==> src/rtl/calf_brouter.sv <==
// calf_brouter: bufferless CALF deflection router, 4 mesh ports + local port, registered outputs (1-cycle traversal).
// Mesh flits are never stalled; local injection is gated by port4_ready/port4_ack. BROUTER_DEFLECT_CNT_EN adds deflect_cnt.
module calf_brouter #(
  parameter int MY_X = 0,
  parameter int MY_Y = 0
) (
  input  logic         clk,
  input  logic         rst,
  input  logic [143:0] port0_ci,
  input  logic [143:0] port1_ci,
  input  logic [143:0] port2_ci,
  input  logic [143:0] port3_ci,
  input  logic [143:0] port4_ci,
  output logic [143:0] port0_co,
  output logic [143:0] port1_co,
  output logic [143:0] port2_co,
  output logic [143:0] port3_co,
  output logic [143:0] port4_co,
  output logic         port4_ready,
`ifdef BROUTER_DEFLECT_CNT_EN
  output logic [15:0]  deflect_cnt,
`endif
  output logic         port4_ack
);

  localparam int W = 144;
  localparam logic [1:0] MX = 2'(MY_X);
  localparam logic [1:0] MY = 2'(MY_Y);
  localparam logic [3:0] ME = {MY, MX};

  logic [W-1:0] ci   [5];
  logic [W-1:0] nxt  [5];
  logic [W-1:0] co_q [5];

  assign ci[0] = port0_ci;
  assign ci[1] = port1_ci;
  assign ci[2] = port2_ci;
  assign ci[3] = port3_ci;
  assign ci[4] = port4_ci;

  // Output index 0..3 = mesh, 4 = eject, 7 = nothing free (only possible for an unacked local flit).
  function automatic logic [2:0] route(input logic [3:0] dst, input logic [3:0] busy, input logic ej_busy);
    logic [2:0] p;
    logic       found;
    p     = 3'd7;
    found = 1'b0;
    if (dst == ME && !ej_busy) begin p = 3'd4; found = 1'b1; end
    if (!found && dst[1:0] > MX && !busy[1]) begin p = 3'd1; found = 1'b1; end
    if (!found && dst[1:0] < MX && !busy[3]) begin p = 3'd3; found = 1'b1; end
    if (!found && dst[3:2] > MY && !busy[2]) begin p = 3'd2; found = 1'b1; end
    if (!found && dst[3:2] < MY && !busy[0]) begin p = 3'd0; found = 1'b1; end
    for (int k = 0; k < 4; k++) begin
      if (!found && !busy[k]) begin p = 3'(k); found = 1'b1; end
    end
    return p;
  endfunction

`ifdef BROUTER_DEFLECT_CNT_EN
  logic [2:0] ndefl;

  function automatic logic productive(input logic [3:0] dst, input logic [1:0] p);
    case (p)
      2'd0:    return dst[3:2] < MY;
      2'd1:    return dst[1:0] > MX;
      2'd2:    return dst[3:2] > MY;
      default: return dst[1:0] < MX;
    endcase
  endfunction
`endif

  always_comb begin
    logic [3:0] busy;
    logic       ej;
    logic [2:0] sel;
    busy        = 4'h0;
    ej          = 1'b0;
    sel         = 3'd7;
    port4_ready = 1'b0;
    port4_ack   = 1'b0;
`ifdef BROUTER_DEFLECT_CNT_EN
    ndefl       = 3'd0;
`endif
    for (int k = 0; k < 5; k++) nxt[k] = '0;
    for (int i = 0; i < 5; i++) begin
      // The local flit goes last, so its acceptance depends on what the mesh flits left free.
      if (i == 4) begin
        port4_ready = (busy != 4'hF) || (ci[4][3:0] == ME && !ej);
        port4_ack   = ci[4][11] & port4_ready;
      end
      if (ci[i][11] && (i < 4 || port4_ack)) begin
        sel = route(ci[i][3:0], busy, ej);
        if (sel == 3'd4) begin
          ej     = 1'b1;
          nxt[4] = ci[i];
        end else if (sel < 3'd4) begin
          busy[sel[1:0]] = 1'b1;
          nxt[sel[1:0]]  = ci[i];
`ifdef BROUTER_DEFLECT_CNT_EN
          if (!productive(ci[i][3:0], sel[1:0])) ndefl = ndefl + 3'd1;
`endif
        end
      end
    end
  end

  always_ff @(posedge clk or negedge rst) begin
    if (!rst) begin
      for (int k = 0; k < 5; k++) co_q[k] <= '0;
    end else begin
      for (int k = 0; k < 5; k++) co_q[k] <= nxt[k];
    end
  end

`ifdef BROUTER_DEFLECT_CNT_EN
  logic [16:0] cnt_sum;
  assign cnt_sum = {1'b0, deflect_cnt} + 17'(ndefl);

  always_ff @(posedge clk or negedge rst) begin
    if (!rst) deflect_cnt <= 16'h0;
    else      deflect_cnt <= cnt_sum[16] ? 16'hFFFF : cnt_sum[15:0];
  end
`endif

  assign port0_co = co_q[0];
  assign port1_co = co_q[1];
  assign port2_co = co_q[2];
  assign port3_co = co_q[3];
  assign port4_co = co_q[4];

endmodule

==> config.mk <==
export PLATFORM = sky130hd
export DESIGN_NAME = calf_brouter
export DESIGN_NICKNAME = d
export VERILOG_FILES = /design/src/rtl/calf_brouter.sv
export SDC_FILE = /design/constraint.sdc
export NUM_CORES = 2
export LEC_CHECK = 0
export CAP_MARGIN = 20
export CORE_AREA = 2 2 558 560
export CTS_CLUSTER_DIAMETER = 80
export CTS_CLUSTER_SIZE = 10
export DETAILED_ROUTE_END_ITERATION = 7
export DIE_AREA = 0 0 560 562
export GPL_TIMING_DRIVEN = 0
export PLACE_DENSITY_LB_ADDON = 0.15
export SLEW_MARGIN = 20
export SYNTH_ARGS = -nofsm -noshare
export SYNTH_HDL_FRONTEND = slang
export SYNTH_SLANG_ARGS = --single-unit
==> constraint.sdc <==
create_clock -name clk -period 5.4 [get_ports clk]
set_input_delay 1.08 -clock clk [delete_from_list [all_inputs] [get_ports clk]]
set_output_delay 1.08 -clock clk [all_outputs]
set_load 0.05 [all_outputs]
==> summary.txt <==
Final layout
  • Fin util: 19.35%
  • Fill cells: between 30000 and 40000
  • Synth-to-Final Area Change: 70.54%
  • Fin nets: 5660
  • Layout cells sized above 1: 7.323%

Global routing
  • Gr usage total: between 20% and 30%
  • First-pass GRT wire length: about 480000 um
  • Vias in the first global route: 42520
  • Global route hottest layer: met2
  • Initial antenna violation count: approximately 150
  • GR met1 Demand/Resource: 27.55%
  • Gr ovfl total: 0
  • Met2 Usage GRT: 37.88%
  • Largest net degree at the start of global routing: ~120
  • Met3 Use GR: 7.370%

Critical path
  • Crit-path cells: clkdlybuf4s50_1 > or3b_1 > clkbuf_1 > o22ai_1 > nand4_1 > a22oi_1 > a31oi_1 > and2_1 > clkbuf_1 > nor4_4 > buf_4 > buf_4 > buf_4 > a22o_1
  • Worst Path Buf+Inv: 6
  • CP Max Fanout: 10
  • Crit path arrival time: a little under 6000 ps
  • Kind of critical path: input pin to register
  • CP peak stage delay: 650 ps
  • CP max-delay cell: nor4_4
  • Startpoint Class: input pin
  • Kind of cell adding the most delay to the critical path: buffers and inverters
  • CP most frequent cell: buf_4
  • Worst setup EP type: register
  • Critical Path RT: 6100 ps

Pwr
  • Peak supply drop: 0.2444 mV
  • Pwr Density: 361.4 nW/um2
  • P_leak: 23.57 nW

Place
  • Port-buffer cells: about 1400
  • GPL Wtd Cong: ~0.87
  • DP Wirelength: 293400 um

Synth
  • Synth cell count leaders: dfrtp_1 (720), nand2_1 (421), a222oi_1 (398)
  • Dominant synthesized flop cell: dfrtp_1
  • Post-Syn Instances: 3328
  • Yosys warns: 0
  • Top-area cell type share of the netlist area: 51.50%
  • Cell area after synthesis: 34980 um2
  • Synth Register Bits: 720
  • Syn Area/Cell: around 11 um2
  • Cell taking the most area after synthesis: dfrtp_1
  • Distinct cells, synth: 56
  • Number of flops mapped to enable cells by yosys: 0
  • Sequential-to-total area share from yosys stat: 51.50%
  • Most common cell in the netlist: dfrtp_1
  • Post-synth ARST share: 100.0%
  • Main area contributors after synthesis: dfrtp_1 (52%), a222oi_1 (11%), nand2_1 (4.5%)

STA
  • Final hold slack: between 600 and 700 ps
  • Minimum clock period: 5263 ps
  • Final Setup Violations: 0
  • Hold Vio Cnt, Final: 0
  • Final Max Slew Viols: 0
  • Tcrit/Tclk final: 97.45%
  • Rel. slew slack: 17.87%
  • Unrepaired setup endpoints after global routing: no
  • Fmax: 0.1900 GHz
  • Fin Setup TNS: 0 ps
  • Worst Tran Pin Value: 1232 ps

Clock tree
  • Worst-path clk slew: 60 ps
  • Htree depth: 3
  • Clock buffer count from CTS: 112
  • CTS tree: yes
  • Clock root cell: clkbuf_16
  • Num Clock Sinks: 720
  • CTS Buffer Depth: 4

Min path
  • Worst hold path class: input pin to async pin

Floorplan
  • Chip Width: 560 um
  • Initial Util: between 10% and 20%
  • Die area: 314700 um2
  • Core area: 308300 um2
  • Die height: ~560 um
  • Cell Rows: 204
  • I/O pin count: 1444

Detailed routing
  • Avg WL per Cell: 40.79 um
  • Vias per cell: 4.638
  • DR DRC count: 71
  • Routed wire length: 374800 um
  • Total number of vias: around 43000
  • Initial DRC Count: 6867
  • DRT Pass-1 Iters: 8
  • Routed Antenna Nets: 0

Outcome
  • Violated checks: design-rule violations
  • Outcome: finished with violations

Flow run
  • Max cap viols: 0
## cells in the final DEF, fill, tap and decap left out, drive strengths merged, types with 11 or more instances in the layout
cell type and n:
buf 107, mux2i 97, a21oi 27, a22oi 145
o21ai 197, nand2 421, diode 72, a221oi 77
clkbuf 429, o221ai 15, dfrtp 720, a221o 81
a222oi 398, clkinv 12, nand3 11, a21boi 97
a22o 149, inv 164, and3 20, clkdlybuf4s50 1438
nor2 127, o211ai 178
## per-layer routing
metal / wire length (um) / vias to the layer above / share of wire, %
met1: 147500 / 22190 / 39
met4: 14400 / 70 / 3.8
met5: 455 / - / 0.12
met2: 176100 / 3206 / 47
met3: 36360 / 553 / 9.7
li1: - / 16600 / -
## cell type report
type,instances,area [um2],area share [%]
diodes,72,180.2,0.3020
plain buffers,349,1585,2.657
clock buffers,130,3002,5.031
clock inverters,44,561.8,0.9416
inverters,144,540.5,0.9060
multi-input cells,2115,15090,25.29
flip-flops and latches,720,18020,30.20
well taps,4120,5155,8.640
repair buffers,1496,15530,26.03
## timing repair
action	CTS	global route
pin swaps	1	2
setup buffers	2	2
hold buffers	1	0
gates resized for setup	25	16
endpoints found under the hold margin	5	0
endpoints found under the setup margin	143	32
## state kept, by name, indices dropped and copies added, names as in the netlist
signal / cells
port4_co: 144
port1_co: 144
port2_co: 144
port3_co: 144
port0_co: 144
## where the power goes
part           leakage, nW  internal [W]  total, W  switching [W]
clock network         1.75       0.00438   0.00757        0.00320
registers             9.34       0.00603   0.00630       0.000268
logic                 12.5       0.00230   0.00769        0.00538
total                 23.6        0.0127    0.0216        0.00885
## metrics by stage
step	total power, W	setup slack [ps]	instance area (um2)	instances
final	0.02156	137.5	59660	9190
after global routing	0.02229	21.79	59520	9132
after CTS	0.02191	52.30	59440	9116
after detailed placement	0.01409	-2104	55820	8942
after global placement	0.01408	-36680	54580	8893
after floorplan	0.009875	814.9	35000	3331
## kinds of logic after synthesis
kind of cell	after synthesis	synth area share, %
other cells	1	0.01072
simple gates	611	7.053
mux	102	2.936
buf+inv	496	5.651
compound gates	1398	32.85
flops	720	51.50
## worst paths after layout
| path | slack, ps | depth (start not counted) | endpoint | from |
|---|---|---|---|---|
| worst min-delay path | 690 | 2 | port4_co[37] | rst |
| max in group asynchronous | 2160 | 6 | port0_co[96] | rst |
| worst max-delay path | 140 | 14 | port3_co[88] | port0_ci[11] |
| min in group clk | 880 | 3 | port4_co[36] | port4_ci[36] |
Power figures use the tool's default switching activity.
